`src/rtl/mdu_pkg.sv`:
```
// mdu_pkg: opcodes, FSM states and op-class helpers for the multiply/divide sequencer
package mdu_pkg;

    typedef enum logic [3:0] {
        OP_NONE  = 4'd0,
        OP_MULT  = 4'd1,
        OP_MULTU = 4'd2,
        OP_MADD  = 4'd3,
        OP_MADDU = 4'd4,
        OP_MSUB  = 4'd5,
        OP_MSUBU = 4'd6,
        OP_DIV   = 4'd7,
        OP_DIVU  = 4'd8
    } mdu_op_t;

    typedef enum logic [1:0] {S_IDLE, S_MUL, S_DIV, S_FIN} mdu_state_t;

    localparam int DIV_ITERS = 32;

    function automatic logic is_signed(input mdu_op_t op);
        return op inside {OP_MULT, OP_MADD, OP_MSUB, OP_DIV};
    endfunction

    function automatic logic is_div(input mdu_op_t op);
        return op inside {OP_DIV, OP_DIVU};
    endfunction

    function automatic logic is_acc(input mdu_op_t op);
        return op inside {OP_MADD, OP_MADDU, OP_MSUB, OP_MSUBU};
    endfunction

endpackage

```
`src/rtl/mdu_div_core.sv`:
```
// mdu_div_core: unsigned radix-2 restoring divider, one quotient bit per step
module mdu_div_core (
    input  logic        clk,
    input  logic        rst_n,
    input  logic        load,
    input  logic        step,
    input  logic [31:0] dividend,
    input  logic [31:0] divisor,
    output logic [31:0] quot,
    output logic [31:0] rem
);
    logic [31:0] dvs;
    logic [32:0] sh;
    logic        ge;
    logic [31:0] rem_n;

    assign sh    = {rem, quot[31]};
    assign ge    = sh >= {1'b0, dvs};
    assign rem_n = ge ? 32'(sh - {1'b0, dvs}) : sh[31:0];

    // load operands, then shift in one quotient bit per step
    always_ff @(posedge clk or negedge rst_n) begin
        if (!rst_n) begin
            dvs  <= '0;
            quot <= '0;
            rem  <= '0;
        end else if (load) begin
            dvs  <= divisor;
            quot <= dividend;
            rem  <= '0;
        end else if (step) begin
            quot <= {quot[30:0], ge};
            rem  <= rem_n;
        end
    end
endmodule

```
`src/rtl/mdu_seq.sv`:
```
// mdu_seq: sequenced multiply/divide unit owning HI/LO, stalls EXE while busy
module mdu_seq
    import mdu_pkg::*;
(
    input  logic        clk,
    input  logic        rst_n,
    input  logic        start_i,
    input  mdu_op_t     op_i,
    input  logic [31:0] src0_i,
    input  logic [31:0] src1_i,
    input  logic        cancel_i,
    input  logic        hi_we_i,
    input  logic        lo_we_i,
    input  logic [31:0] mt_data_i,
    output logic        stall_o,
    output logic        done_o,
    output logic [31:0] hi_o,
    output logic [31:0] lo_o
);
    mdu_state_t       state, state_d;
    mdu_op_t          op_q;
    logic [31:0]      a_q, b_q, abs0, abs1, quot, rem;
    logic [3:0][31:0] pp;
    logic             sgn, accept, dz, neg_q, dneg_q, dz_q, fin_we;
    logic [4:0]       cnt;
    logic [63:0]      p_abs, p, mul_res, div_res, res;

    assign sgn     = is_signed(op_i);
    assign abs0    = (sgn && src0_i[31]) ? -src0_i : src0_i;
    assign abs1    = (sgn && src1_i[31]) ? -src1_i : src1_i;
    assign accept  = state == S_IDLE && start_i && op_i != OP_NONE && !cancel_i;
    assign dz      = is_div(op_i) && src1_i == '0;
    assign stall_o = accept || state == S_MUL || state == S_DIV;
    assign done_o  = state == S_FIN && !cancel_i;
    assign fin_we  = done_o && !dz_q;
    assign p_abs   = {pp[3], 32'd0} + {16'd0, pp[2], 16'd0} + {16'd0, pp[1], 16'd0} + {32'd0, pp[0]};
    assign p       = neg_q ? -p_abs : p_abs;
    assign mul_res = !is_acc(op_q) ? p : (op_q inside {OP_MSUB, OP_MSUBU}) ? {hi_o, lo_o} - p : {hi_o, lo_o} + p;
    assign div_res = {dneg_q ? -rem : rem, neg_q ? -quot : quot};
    assign res     = is_div(op_q) ? div_res : mul_res;

    mdu_div_core u_div (
        .clk      (clk),
        .rst_n    (rst_n),
        .load     (accept && is_div(op_i) && !dz),
        .step     (state == S_DIV),
        .dividend (abs0),
        .divisor  (abs1),
        .quot     (quot),
        .rem      (rem)
    );

    // state register
    always_ff @(posedge clk or negedge rst_n) begin
        if (!rst_n) state <= S_IDLE;
        else        state <= state_d;
    end

    // next state: cancel forces IDLE from anywhere
    always_comb begin
        state_d = state;
        case (state)
            S_IDLE:  state_d = !accept ? S_IDLE : dz ? S_FIN : is_div(op_i) ? S_DIV : S_MUL;
            S_MUL:   state_d = S_FIN;
            S_DIV:   state_d = cnt == 5'(DIV_ITERS - 1) ? S_FIN : S_DIV;
            default: state_d = S_IDLE;
        endcase
        if (cancel_i) state_d = S_IDLE;
    end

    // operand latches, partial products, iteration counter and HI/LO
    always_ff @(posedge clk or negedge rst_n) begin
        if (!rst_n) begin
            op_q   <= OP_NONE;
            a_q    <= '0;
            b_q    <= '0;
            neg_q  <= 1'b0;
            dneg_q <= 1'b0;
            dz_q   <= 1'b0;
            pp     <= '0;
            cnt    <= '0;
            hi_o   <= '0;
            lo_o   <= '0;
        end else begin
            if (accept) begin
                op_q   <= op_i;
                a_q    <= abs0;
                b_q    <= abs1;
                neg_q  <= sgn && (src0_i[31] ^ src1_i[31]);
                dneg_q <= sgn && src0_i[31];
                dz_q   <= dz;
            end
            if (state == S_MUL) begin
                pp[0] <= a_q[15:0] * b_q[15:0];
                pp[1] <= a_q[15:0] * b_q[31:16];
                pp[2] <= a_q[31:16] * b_q[15:0];
                pp[3] <= a_q[31:16] * b_q[31:16];
            end
            cnt <= (state == S_DIV && !cancel_i) ? cnt + 5'd1 : 5'd0;
            if (fin_we) begin
                {hi_o, lo_o} <= res;
            end else if (state != S_FIN) begin
                if (hi_we_i) hi_o <= mt_data_i;
                if (lo_we_i) lo_o <= mt_data_i;
            end
        end
    end
endmodule

```
`config.mk`:
```
export PLATFORM = sky130hd
export DESIGN_NAME = mdu_seq
export DESIGN_NICKNAME = d
export VERILOG_FILES = /design/src/rtl/mdu_pkg.sv /design/src/rtl/mdu_div_core.sv /design/src/rtl/mdu_seq.sv
export SDC_FILE = /design/constraint.sdc
export NUM_CORES = 2
export LEC_CHECK = 0
export ABC_CLOCK_PERIOD_IN_PS = 9700
export CAP_MARGIN = 5
export CELL_PAD_IN_SITES_DETAIL_PLACEMENT = 1
export CELL_PAD_IN_SITES_GLOBAL_PLACEMENT = 1
export CORE_MARGIN = 5
export CORE_UTILIZATION = 50
export DETAILED_ROUTE_END_ITERATION = 12
export PLACE_DENSITY = 0.82
export SLEW_MARGIN = 0
export SYNTH_ARGS = -nofsm -noshare
export SYNTH_HDL_FRONTEND = slang
export SYNTH_HIERARCHICAL = 1
export SYNTH_SLANG_ARGS = --single-unit
```
`constraint.sdc`:
```
create_clock -name clk -period 9.7 [get_ports clk]
set_clock_uncertainty 0.1 [all_clocks]
set_input_delay 1.455 -clock clk [delete_from_list [all_inputs] [get_ports clk]]
set_output_delay 1.455 -clock clk [all_outputs]
set_load 0.01 [all_outputs]
```
==> results_dict.tcl <==
set metrics [dict create \
    layout-drive-gt1-share_pct 6.76 \
    routed_wirelength_mm 232 \
    dominantRegCellSynth "dfrtp_1" \
    drc 0 \
    synth.distinct_cells 107 \
    cap_viol_max_count 0 \
    async_flop_share_pct 100 \
    max_freq_mhz 114 \
    tightestPinTransition_ns 1.21 \
    yosys_warnings 6 \
    rows 130 \
    slew_headroom_pct 19.0 \
    nets 8671 \
    avgSynthCellArea_um2 8.73 \
    setup_tns_ns 0 \
    holdBufCountCts 0 \
    vias 54283 \
    numCtsBuffers 49 \
    crit_arrival_ns 9.19 \
    synthCells 7246 \
    synth_enable_flop_cells 0 \
    cts_tree "yes" \
    placed_cell_area_mm2 0.0665 \
    dr.first_iter.drc_count 4455 \
    cp_slowest_cell "dfrtp_1" \
    cts_resized 0 \
    die-area_mm2 0.134 \
    fin_crit_sh_pct 90.7 \
    grt_pass1_vias 58942 \
    grt_pass1_wl_mm 357 \
    clockBufferDepth 3 \
    area_growth_pct 7.78 \
    io_buffers 171 \
    synthesis.nets 8718 \
    hpwl_mm 183 \
    status "finished clean" \
    hold_violations 0 \
    clock_latency_ns 0.66 \
    min_path_type "reg -> reg" \
    path_clk_slew_ns 0.06 \
    period_minus_slack_ns 8.80 \
    setup_viol_count_final 0 \
    crit_buf_inv 6 \
    core_mm2 0.126 \
    grt-ovfl-total 0 \
    first_pass_iters 5 \
    via_per_inst 6.11 \
    fp.dieH_um 366 \
    place.gp.congestion 0.937 \
    pin_count 172 \
    wire_per_inst_um 26.0 \
    crit_family "adder cells" \
    crit_path_frequent_cell "fa_1" \
    cts-root-buf "clkbuf_16" \
    start_util_pct 50.3 \
    crit_type "reg -> reg" \
    design_area_mm2 0.0682 \
    endpoint_kind "flop" \
    antenna_found_initial 8 \
    startpoint_type "flop" \
    grt_max_degree 104 \
    rsz0062_at_grt "false" \
    slew_viol_final 0 \
    die_w_um 366 \
    grt_use_total_pct 34.1 \
    ys_seq_elements 366 \
    required_ns 10.09 \
    clock_sinks 366 \
    ys_seq_area_share_pct 14.5 \
    syn_area_mm2 0.0633 \
    worst-path-max-fanout 22 \
    postCtsSetupBuffers 0 \
    h-tree-depth 2 \
    ant_nets 0 \
    cpPeakStageDelay_ns 1.01 \
]
==> layout by cell type, fill, tap and decap left out, types with 58 or more instances in the layout <==
cell / count
xor2_1: 177
mux2i_1: 122
nand3_1: 80
a211oi_1: 58
o211ai_1: 64
buf_4: 101
ha_1: 553
dfrtp_1: 356
a21oi_1: 281
o21ai_0: 294
nand2_1: 940
fa_1: 811
a21o_1: 76
nor2_1: 293
clkdlybuf4s50_1: 170
nor3_1: 100
inv_1: 1030
mux2_2: 191
xnor2_1: 278
and2_1: 419
==> logic make-up (layout without fill, tap and decap cells) <==
| kind of cell | count (synthesis) | in the layout | synth area share [%] |
|---|---|---|---|
| simple gates | 2162 | 2162 | 16.5 |
| other cells | 0 | 3 | 0 |
| flops | 366 | 366 | 14.5 |
| xor+xnor | 456 | 456 | 6.32 |
| fa+ha+maj | 1366 | 1366 | 36.6 |
| buf+inv | 1402 | 1394 | 8.45 |
| mux | 313 | 313 | 5.33 |
| compound gates | 1181 | 1181 | 12.3 |
==> worst paths after layout <==
| path | start | endpoint | slack [ns] | depth (start not counted) |
|---|---|---|---|---|
| setup reg to reg | a_q[5]$_DFFE_PN0P_ | pp[63]$_DFFE_PN0N_ | 0.90 | 27 |
| max in group asynchronous | rst_n | a_q[19]$_DFFE_PN0P_ | 6.59 | 3 |
| setup / recovery | a_q[5]$_DFFE_PN0P_ | pp[63]$_DFFE_PN0N_ | 0.90 | 27 |
| hold / removal | cnt[0]$_DFF_PN0_ | cnt[0]$_DFF_PN0_ | 0.36 | 1 |
| min in group asynchronous | rst_n | hi_o[26]$_DFFE_PN0P_ | 0.66 | 1 |
| hold reg to reg | cnt[0]$_DFF_PN0_ | cnt[0]$_DFF_PN0_ | 0.36 | 1 |
==> cells in the mapped netlist (all sizes together) (15+ instances only) <==
library cell | n | share of area, %
xor2 | 177 | 2.4
o21bai | 42 | 0.50
and2 | 421 | 4.2
or3 | 41 | 0.42
and3 | 37 | 0.37
a21o | 76 | 0.90
nand2b | 34 | 0.34
o21ai | 311 | 2.5
nor2b | 35 | 0.35
o41ai | 30 | 0.45
o22ai | 15 | 0.15
nor3 | 101 | 0.80
or2 | 24 | 0.24
dfrtp | 366 | 14
nand2 | 940 | 5.6
ha | 555 | 11
nand4 | 38 | 0.39
a31oi | 42 | 0.44
o21a | 42 | 0.50
a211oi | 62 | 0.78
nor3b | 17 | 0.23
fa | 811 | 26
or4 | 28 | 0.34
mux2i | 122 | 1.9
o211ai | 64 | 0.76
nor4 | 35 | 0.43
inv | 1030 | 6.1
nor2 | 295 | 1.8
nand3 | 80 | 0.63
buf | 37 | 0.35
o31ai | 43 | 0.52
a211o | 16 | 0.22
a21oi | 283 | 2.2
xnor2 | 279 | 3.9
mux2 | 191 | 3.4
clkbuf | 335 | 2.0
==> layer usage <==
layer | global-route usage (%) | share of wire, %
met4 | 20.1 | 7.3
met2 | 54.6 | 45
met3 | 4.89 | 6.9
met1 | 44.1 | 40
met5 | 0 | 0.0056
==> per-stage QoR <==
| stage | setup WS, ns | utilization (%) | std cells | hold WS [ns] |
|---|---|---|---|---|
| after floorplan | 2.40 | - | 7246 | 0.333 |
| after global placement | 1.36 | 52.9 | 8798 | 0.345 |
| after detailed placement | 1.07 | 52.9 | 8798 | 0.354 |
| after CTS | 1.02 | 54.2 | 8888 | 0.362 |
| after global routing | 0.303 | 54.2 | 8888 | 0.392 |
| final | 0.901 | 54.2 | 8891 | 0.360 |
==> area by class of cell <==
cell class / count / area, µm²
sequential: 366 / 9170
clock buffer: 64 / 1380
inverter: 1030 / 3870
timing repair buffer: 274 / 2510
fill: 14611 / 57500
clock inverter: 26 / 350
tap: 1650 / 2060
antenna: 3 / 7.51
multi-input combinational: 5478 / 48800
==> state kept, by name, indices dropped and copies added (netlist names), 2 cells and up <==
| register | cells |
|---|---|
| lo_o | 32 |
| b_q | 32 |
| cnt | 5 |
| u_div/rem | 32 |
| a_q | 32 |
| u_div/dvs | 32 |
| op_q | 4 |
| u_div/quot | 32 |
| state | 2 |
| pp | 128 |
| hi_o | 32 |
Power is left out: the tool's default activity adds up to more than one toggle a clock period on the data nets, which glitch-free logic cannot reach.
